$ cat src/rtl/memc_drain.sv
// memc_drain: output-side drain for the DIM x DIM systolic array.
// Deskews the diagonally skewed result lanes, captures DIM aligned rows into
// a result buffer, then holds the buffer for row-addressed host reads until
// the host releases it.
// Optional build macro: MEMC_ALIGN_CHK_EN adds the sticky align_err output.
// The host release input is named release_req because "release" is a
// reserved word in SystemVerilog.
module memc_drain #(
  parameter int BITS_C = 24,
  parameter int DIM    = 8
) (
  input  logic                          clk,
  input  logic                          rst,
  input  logic                          en,
  input  logic [DIM-1:0][BITS_C-1:0]    Cin,
  input  logic [DIM-1:0]                Cvalid,
  input  logic                          rd_en,
  input  logic [$clog2(DIM)-1:0]        rd_row,
  input  logic                          release_req,
  output logic [DIM-1:0][BITS_C-1:0]    rd_data,
  output logic                          rd_valid,
  output logic                          full,
  output logic [$clog2(DIM):0]          row_cnt,
  output logic                          ovf_err,
`ifdef MEMC_ALIGN_CHK_EN
  output logic                          align_err,
`endif
  output logic                          state_dbg
);

  // Read handshake: rd_en is a single-cycle request sampled at a clk edge
  // while the buffer is held; the matching row appears on rd_data with
  // rd_valid=1 in the following cycle. There is no back-pressure. Requests
  // outside HOLD are dropped and rd_data keeps its last value.

  localparam int AW = $clog2(DIM);
  localparam int CW = AW + 1;
  localparam logic [CW-1:0] LAST_ROW = CW'(DIM - 1);

  typedef enum logic {
    CAPTURE = 1'b0,
    HOLD    = 1'b1
  } state_t;

  state_t state, state_nxt;

  // Elements are two's-complement values carried bit-exact; no arithmetic.
  logic [DIM-1:0][BITS_C-1:0] al_data;
  logic [DIM-1:0]             al_v;
  logic [DIM-1:0][BITS_C-1:0] mem [DIM];

  logic [CW-1:0]              cnt_nxt;
  logic                       ovf_nxt;
  logic                       wr_en;
  logic                       rdv_nxt;
  logic [DIM-1:0][BITS_C-1:0] rdd_nxt;
  logic [DIM-1:0][BITS_C-1:0] rd_sel;

  // Per-lane deskew: lane x is delayed DIM-1-x en-cycles so every lane of a
  // row lines up with the (undelayed) last lane.
  for (genvar x = 0; x < DIM; x++) begin : g_lane
    localparam int D = DIM - 1 - x;
    if (D == 0) begin : g_pass
      assign al_data[x] = Cin[x];
      assign al_v[x]    = Cvalid[x];
    end else begin : g_dly
      logic [BITS_C-1:0] sd [D];
      logic [D-1:0]      sv;
      // Shift register for data and valid, advancing only on en.
      always_ff @(posedge clk) begin
        if (rst) begin
          sv <= '0;
          for (int k = 0; k < D; k++) sd[k] <= '0;
        end else if (en) begin
          sd[0] <= Cin[x];
          sv[0] <= Cvalid[x];
          for (int k = 1; k < D; k++) begin
            sd[k] <= sd[k-1];
            sv[k] <= sv[k-1];
          end
        end
      end
      assign al_data[x] = sd[D-1];
      assign al_v[x]    = sv[D-1];
    end
  end

  // Read mux; addresses beyond the buffer return zero.
  always_comb begin
    rd_sel = '0;
    if (int'(rd_row) < DIM) rd_sel = mem[rd_row];
  end

  // Next-state, row counter, overflow and read-return logic.
  always_comb begin
    state_nxt = state;
    cnt_nxt   = row_cnt;
    ovf_nxt   = ovf_err;
    wr_en     = 1'b0;
    rdv_nxt   = 1'b0;
    rdd_nxt   = rd_data;
    case (state)
      CAPTURE: begin
        if (en && al_v[0]) begin
          wr_en   = 1'b1;
          cnt_nxt = row_cnt + CW'(1);
          if (row_cnt == LAST_ROW) state_nxt = HOLD;
        end
      end
      HOLD: begin
        if (en && al_v[0]) ovf_nxt = 1'b1;
        if (rd_en) begin
          rdv_nxt = 1'b1;
          rdd_nxt = rd_sel;
        end
        if (release_req) begin
          state_nxt = CAPTURE;
          cnt_nxt   = '0;
        end
      end
      default: state_nxt = CAPTURE;
    endcase
  end

  // Control and read-port registers.
  always_ff @(posedge clk) begin
    if (rst) begin
      state    <= CAPTURE;
      row_cnt  <= '0;
      ovf_err  <= 1'b0;
      rd_valid <= 1'b0;
      rd_data  <= '0;
    end else begin
      state    <= state_nxt;
      row_cnt  <= cnt_nxt;
      ovf_err  <= ovf_nxt;
      rd_valid <= rdv_nxt;
      rd_data  <= rdd_nxt;
    end
  end

  // Result buffer; contents are don't-care after reset, so no reset here.
  always_ff @(posedge clk) begin
    if (wr_en) mem[row_cnt[AW-1:0]] <= al_data;
  end

  assign full      = (state == HOLD);
  assign state_dbg = state;

`ifdef MEMC_ALIGN_CHK_EN
  // Sticky skew check: every lane's delayed valid must match lane 0's.
  always_ff @(posedge clk) begin
    if (rst) align_err <= 1'b0;
    else if (en && (al_v != {DIM{al_v[0]}})) align_err <= 1'b1;
  end
`endif

endmodule

$ cat config.mk
export PLATFORM = sky130hd
export DESIGN_NAME = memc_drain
export DESIGN_NICKNAME = d
export VERILOG_FILES = /design/src/rtl/memc_drain.sv
export SDC_FILE = /design/constraint.sdc
export NUM_CORES = 2
export LEC_CHECK = 0
export BUFFER_PORTS_ARGS = -buffer_cell sky130_fd_sc_hd__buf_2
export CELL_PAD_IN_SITES_DETAIL_PLACEMENT = 0
export CELL_PAD_IN_SITES_GLOBAL_PLACEMENT = 1
export CORE_MARGIN = 2
export CORE_UTILIZATION = 41
export CTS_CLUSTER_SIZE = 25
export DETAILED_ROUTE_END_ITERATION = 12
export HOLD_SLACK_MARGIN = 0.15
export PLACE_DENSITY = 0.73
export SYNTH_ARGS = -nofsm -noshare
export SYNTH_HDL_FRONTEND = slang
export SYNTH_SLANG_ARGS = --single-unit
$ cat constraint.sdc
create_clock -name clk -period 23.9 [get_ports clk]
set_clock_uncertainty 0.1 [all_clocks]
set_input_delay 4.78 -clock clk [delete_from_list [all_inputs] [get_ports clk]]
set_output_delay 4.78 -clock clk [all_outputs]
set_load 0.02 [all_outputs]
* After elaboration in Yosys (flattened, before gate mapping)
Memory sizes are Yosys's and may differ from the RTL's. A register that Yosys moved wholly into a read port is not among the register bits.
Cells that the tools add are included.
** Word-level totals
- Word-level logic and storage cells :: 97
- Latch bits :: 0
- Flip-flop bits (word level) :: 14
- Memory bits (read-only) :: 0
- Memories :: 8
- Bits of input ports :: 208
- Bits in writable memories :: 2208
- Output and inout port bits :: 200
** Memories
- mem :: depth 8, bits a word 192, read ports 1, clocked after memory_dff 1, wr ports 1, line 50 : logic [DIM-1:0][BITS_C-1:0] mem [DIM];
- g_lane[0].g_dly.sd :: depth 7, bits a word 24, read ports 7, clocked after memory_dff 0, wr ports 7, line 67 : logic [BITS_C-1:0] sd [D];
- g_lane[1].g_dly.sd :: depth 6, bits a word 24, read ports 6, clocked after memory_dff 0, wr ports 6, line 67
- g_lane[2].g_dly.sd :: depth 5, bits a word 24, read ports 5, clocked after memory_dff 0, wr ports 5, line 67
- g_lane[3].g_dly.sd :: depth 4, bits a word 24, read ports 4, clocked after memory_dff 0, wr ports 4, line 67
- g_lane[4].g_dly.sd :: depth 3, bits a word 24, read ports 3, clocked after memory_dff 0, wr ports 3, line 67
- 2 more memories
** Operators by class
- Bitwise logic cells :: 28
- $add $sub $neg :: 1
- Multiplexer cells :: 46
- Divide/modulo/power cells :: 0
- Shift operators :: 0
- Magnitude comparators :: 0
- Reductions and logical operators :: 6
- Equality and inequality tests :: 3
- Multipliers :: 0
** Operators with widths (number)
- 2-to-1 mux 24 bit :: 28
- OR 1 bit :: 27
- OR reduction 24 bit :: 1
- 2-to-1 mux 1 bit :: 14
- 2-to-1 mux 4 bit :: 2
- case mux 4 bit (2 select lines) :: 1
- AND reduction 2 bit :: 3
- adder 4 x 1 -> 4 bit (second input constant) :: 1
- equality test 4 x 3 -> 1 bit (second input constant) :: 1
- inequality test 2 bit (second input constant) :: 2
- case mux 1 bit (2 select lines) :: 1
- OR reduction 2 bit :: 1
- logical AND 1 bit :: 1
- NOT 1 bit :: 1

* Longest topological paths before layout
- Depth in word-level cells :: 5
- Depth in mapped cells :: 8
- Mapped depth without buffers :: 4

* Worst setup path after synthesis
Ideal clock, no wire load.
- Kind :: input to register
- Start point :: input en
- End point :: memory mem[0][0] (netlist name) (enable)
- Setup slack :: -728 ps
- Stages on the path :: 3
- Path buffers :: 1
- Required time :: 22584 ps
- Library setup time :: 1216 ps
- Data arrival time :: 23313 ps
- Cells stage by stage :: buf_2 nand3b_1 nor4_1
** Between the ends
- Cells in the longest elaborated chain, start to end :: 5
** RTL lines
- start: declaration :: line 14 : input logic en,
- logical AND 1 bit :: line 104 : if (en && al_v[0]) begin
- 2-to-1 mux 1 bit :: line 104
- 2-to-1 mux 1 bit :: line 102 : case (state)
- 2-to-1 mux 1 bit :: line 144 : if (wr_en) mem[row_cnt[AW-1:0]] <= al_data;
- 2-to-1 mux 1 bit (not written as such) :: line 144
- end: declaration :: line 50
No other way between the ends.

==> impl_metrics.prom <==
# TYPE chip_impl_metric gauge
chip_impl_info{name="run_status",value="completed"} 1
chip_impl_metric{name="cp.required",unit="ps"} 24550
chip_impl_metric{name="cts.hold.buffers_added",unit=""} 0
chip_impl_metric{name="row_count",unit=""} 172
chip_impl_metric{name="timing.slew.headroom",unit=""} 0.2179
chip_impl_metric{name="finalWirelength",unit="um"} 194000
chip_impl_metric{name="ys_warns",unit=""} 0
chip_impl_metric{name="routedWlPerCell",unit="um"} 22.14
chip_impl_metric{name="post_layout_minimum_cycle_time",unit="ps"} 9075
chip_impl_info{name="critical_path.slowest_cell",value="sky130_fd_sc_hd__buf_4"} 1
chip_impl_metric{name="cts.reportedPaths.clkPinSlew",unit="ps"} 60
chip_impl_info{name="endpoint_kind",value="flop"} 1
chip_impl_metric{name="residual_overflow_from_global_routing",unit=""} 0
chip_impl_metric{name="drtAntennaViolNets",unit=""} 0
chip_impl_metric{name="layout.nets",unit=""} 5797
chip_impl_metric{name="drt_pre_antenna_iters",unit=""} 5
chip_impl_info{name="cpLargestDelayFamily",value="buffers and inverters"} 1
chip_impl_metric{name="detail_route.vias_per_cell",unit=""} 5.103
chip_impl_metric{name="multi_input_comb_area",unit="sq um"} 18810
chip_impl_metric{name="cts.repair_timing.setup_buffer_count",unit=""} 0
chip_impl_metric{name="setup_viol",unit=""} 0
chip_impl_metric{name="initial_core_utilization",unit=""} 0.4132
chip_impl_metric{name="timing.critical_path.fanout_max",unit=""} 68
chip_impl_metric{name="power-per-cell-area",unit="nW/um^2"} 84.33
chip_impl_info{name="synth_largest_area_cell",value="sky130_fd_sc_hd__edfxtp_1"} 1
chip_impl_metric{name="grt_first_pass_wirelength",unit="um"} 288500
chip_impl_metric{name="synth_cell_types",unit=""} 35
chip_impl_metric{name="port-buffer-count",unit=""} 400
chip_impl_metric{name="antenna_violations_before_repair",unit=""} 7
chip_impl_metric{name="design.die.area",unit="sq um"} 225700
chip_impl_metric{name="setup-tns-final",unit="ps"} 0
chip_impl_metric{name="timing.max_cap.violations",unit=""} 0
chip_impl_metric{name="avgSynthCellArea",unit="sq um"} 17.54
chip_impl_metric{name="synth_sequential_area_ratio",unit=""} 0.7742
chip_impl_metric{name="number_of_cts_inserted_buffers",unit=""} 235
chip_impl_info{name="cp_cell_sequence",value="buf_8, buf_4, buf_4, buf_4, buf_4, mux2i_1, a22oi_1, a21oi_1, nor3_2"} 1
chip_impl_info{name="cts_tree",value="done"} 1
chip_impl_metric{name="via_count_of_the_first_global_routing_pass",unit=""} 45220
chip_impl_metric{name="synth_net_count",unit=""} 5394
chip_impl_metric{name="wl_met3",unit="um"} 8811
chip_impl_info{name="rsz0062_at_grt",value="false"} 1
chip_impl_metric{name="dr_wl_met2",unit="um"} 94840
chip_impl_metric{name="hold_worst_slack",unit="ps"} 343.5
chip_impl_metric{name="gr-usage-all-layers",unit=""} 0.1702
chip_impl_metric{name="async_reset_ff_frac",unit=""} 0
chip_impl_info{name="clock_tree.root_cell",value="sky130_fd_sc_hd__clkbuf_16"} 1
chip_impl_metric{name="detail_route.wirelength.met1",unit="um"} 84880
chip_impl_info{name="start_kind",value="primary input"} 1
chip_impl_metric{name="ff_latch_area",unit="sq um"} 70430
chip_impl_metric{name="critical-path-max-stage-delay",unit="ps"} 950
chip_impl_metric{name="signal_arrival_time_at_the_worst_endpoint",unit="ps"} 9720
chip_impl_metric{name="synth_seq_cells",unit=""} 2414
chip_impl_metric{name="detailed_route_iter0_violations",unit=""} 3227
chip_impl_metric{name="die_span_in_y",unit="um"} 475.0
chip_impl_metric{name="max_freq",unit="GHz"} 0.1102
chip_impl_metric{name="critPathBufInv",unit=""} 5
chip_impl_metric{name="floorplan.core_area",unit="sq um"} 220200
chip_impl_metric{name="clock_sinks",unit=""} 2414
chip_impl_metric{name="layout-area-overhead-vs-synth",unit="%"} 14.10
chip_impl_metric{name="hold_violations",unit=""} 0
chip_impl_metric{name="finalMaxSlewViolations",unit=""} 0
chip_impl_info{name="min_path_type",value="reg2reg"} 1
chip_impl_metric{name="design.portCount",unit=""} 408
chip_impl_metric{name="max_slew.worst_pin.slew",unit="ps"} 1173
chip_impl_metric{name="floorplan.die.width",unit="um"} 475.0
chip_impl_metric{name="cts_htree_levels",unit=""} 4
chip_impl_metric{name="synth_cells",unit=""} 5185
chip_impl_metric{name="leakagePower",unit="nW"} 37.22
chip_impl_info{name="synth.area.top_cells",value="sky130_fd_sc_hd__edfxtp_1 73%, sky130_fd_sc_hd__mux2i_1 8.5%, sky130_fd_sc_hd__dfxtp_1 4.5%"} 1
chip_impl_info{name="timing.setup.critical_path_class",value="in2reg"} 1
chip_impl_info{name="post-synth-top-count-cell",value="sky130_fd_sc_hd__edfxtp_1"} 1
chip_impl_metric{name="syn-cell-area",unit="sq um"} 90970
chip_impl_metric{name="min_period_over_period",unit=""} 0.3797
chip_impl_metric{name="fillerInstances",unit=""} 18500
chip_impl_metric{name="synth_largest_type_area_fraction",unit=""} 0.7289
chip_impl_info{name="routed.top_layer",value="met5"} 1
chip_impl_metric{name="number_of_instances_resized_during_post_cts_repair",unit=""} 0
chip_impl_metric{name="insertion_delay",unit="ps"} 880
chip_impl_metric{name="grt_start_max_net_pins",unit=""} 247
chip_impl_metric{name="dpl.hpwl",unit="um"} 100300
chip_impl_info{name="synth_top_flop_cell",value="sky130_fd_sc_hd__edfxtp_1"} 1
chip_impl_metric{name="drive_gt1_frac",unit=""} 0.1827
chip_impl_metric{name="ctsLongestPathBuffers",unit=""} 3
chip_impl_metric{name="dr_total_vias",unit=""} 44710
chip_impl_metric{name="dr_drc_count",unit=""} 0
chip_impl_metric{name="synth_edf_count",unit=""} 2208
chip_impl_info{name="yosys-top-cells-count",value="2208 x sky130_fd_sc_hd__edfxtp_1, 775 x sky130_fd_sc_hd__mux2i_1, 649 x sky130_fd_sc_hd__and2_1"} 1
chip_impl_info{name="crit_top_cell",value="sky130_fd_sc_hd__buf_4"} 1
chip_impl_metric{name="gp_routability_congestion",unit=""} 0.7367
chip_impl_metric{name="vdd.ir_drop.worst",unit="uV"} 72.05
-- layout by cell type, fill, tap and decap left out, types with 2 or more instances in the layout --
cell type,Yosys,final
sky130_fd_sc_hd__edfxtp_1,2208,2208
sky130_fd_sc_hd__mux2i_1,775,775
sky130_fd_sc_hd__and2_1,649,648
sky130_fd_sc_hd__buf_2,40,398
sky130_fd_sc_hd__a22oi_1,384,384
sky130_fd_sc_hd__clkbuf_16,0,236
sky130_fd_sc_hd__dfxtp_1,206,206
sky130_fd_sc_hd__nor2_1,209,205
sky130_fd_sc_hd__a21oi_1,197,197
sky130_fd_sc_hd__nor3_2,192,196
sky130_fd_sc_hd__buf_4,12,67
sky130_fd_sc_hd__clkbuf_1,168,49
sky130_fd_sc_hd__clkinv_2,0,48
sky130_fd_sc_hd__clkinv_1,0,29
sky130_fd_sc_hd__clkbuf_8,0,26
sky130_fd_sc_hd__nor2b_1,26,24
sky130_fd_sc_hd__bufinv_16,0,23
sky130_fd_sc_hd__clkinvlp_4,0,19
sky130_fd_sc_hd__clkinv_16,0,12
sky130_fd_sc_hd__buf_12,13,12
sky130_fd_sc_hd__clkinv_4,0,5
sky130_fd_sc_hd__nor2_4,0,4
sky130_fd_sc_hd__nand2_1,4,3
sky130_fd_sc_hd__diode_2,0,2
sky130_fd_sc_hd__nand3b_1,2,2
sky130_fd_sc_hd__nand2b_1,2,2
sky130_fd_sc_hd__and2_4,0,2
sky130_fd_sc_hd__nor2b_4,0,2
sky130_fd_sc_hd__buf_8,11,2
-- area by class of cell --
| class | instances | area share |
|---|---|---|
| Inverter | 1 | 0.00003616 |
| Multi-Input combinational cell | 2457 | 0.1812 |
| Clock buffer | 311 | 0.06212 |
| Sequential cell | 2414 | 0.6785 |
| Antenna cell | 2 | 0.00004822 |
| Clock inverter | 140 | 0.01577 |
| Tap cell | 2958 | 0.03566 |
| Timing Repair Buffer | 479 | 0.02664 |
-- flip-flops by register name, summed over array words and instances (netlist names) --
register         flops
mem               1536
g_lane.g_dly.sd    672
rd_data            192
g_lane.g_dly.sv      7
row_cnt              4
full                 1
ovf_err              1
rd_valid             1
-- kinds of logic (layout without fill, tap and decap cells) --
group / count (synthesis) / after routing / share of synthesized area
other cells: 0 / 2 / 0
fa+ha+maj: 1 / 1 / 0.0001375
mux: 775 / 775 / 0.08528
simple gates: 1096 / 1096 / 0.07748
buf+inv: 314 / 931 / 0.02008
compound gates: 584 / 584 / 0.04273
flops: 2414 / 2414 / 0.7742
xor+xnor: 1 / 1 / 0.00009630
-- power breakdown --
part | internal, mW | switching, mW | leakage, nW
combinational | 0.0917 | 0.162 | 10.2
clock | 2.16 | 1.59 | 3.89
sequential | 4.70 | 0.0467 | 23.1
-- final timing paths --
path | startpoint | slack, ps | cells after the start | endpoint
hold reg to reg | g_lane[3].g_dly.sd[0][4] | 340 | 1 | g_lane[3].g_dly.sd[1][4]
setup reg to reg | row_cnt[2] | 19760 | 5 | mem[6][71]
setup / recovery | rd_row[0] | 14820 | 9 | rd_data[38]
hold / removal | g_lane[3].g_dly.sd[0][4] | 340 | 1 | g_lane[3].g_dly.sd[1][4]
-- layer usage --
metal | track usage | vias to the layer above
li1 | - | 20560
met1 | 0.2288 | 22760
met2 | 0.2834 | 1082
met3 | 0.02619 | 310
met4 | 0.05462 | 2
met5 | 0 | -
-- worst reg2reg max path: stages, from the launching register on --
cell and delay [ps]:
sky130_fd_sc_hd__dfxtp_1 540, sky130_fd_sc_hd__nand4b_1 470, sky130_fd_sc_hd__nor2_4 220, sky130_fd_sc_hd__buf_4 660
sky130_fd_sc_hd__buf_4 910, sky130_fd_sc_hd__buf_4 780
-- stage by stage --
| stage | util | instances | setup WS [ps] | instance area, sq um | total power [mW] |
|---|---|---|---|---|---|
| 5_1_grt | 0.4715 | 8761 | 14630 | 103800 | 9.036 |
| 2_1_floorplan | - | 5185 | 4543 | 90970 | 5.017 |
| 6_report | 0.4715 | 8762 | 14820 | 103800 | 8.754 |
| 4_1_cts | 0.4715 | 8760 | 14920 | 103800 | 8.842 |
| 3_3_place_gp | 0.4347 | 8309 | 14020 | 95710 | 5.087 |
| 3_5_place_dp | 0.4347 | 8309 | 13920 | 95710 | 5.096 |
(Power assumes the default switching activity.)
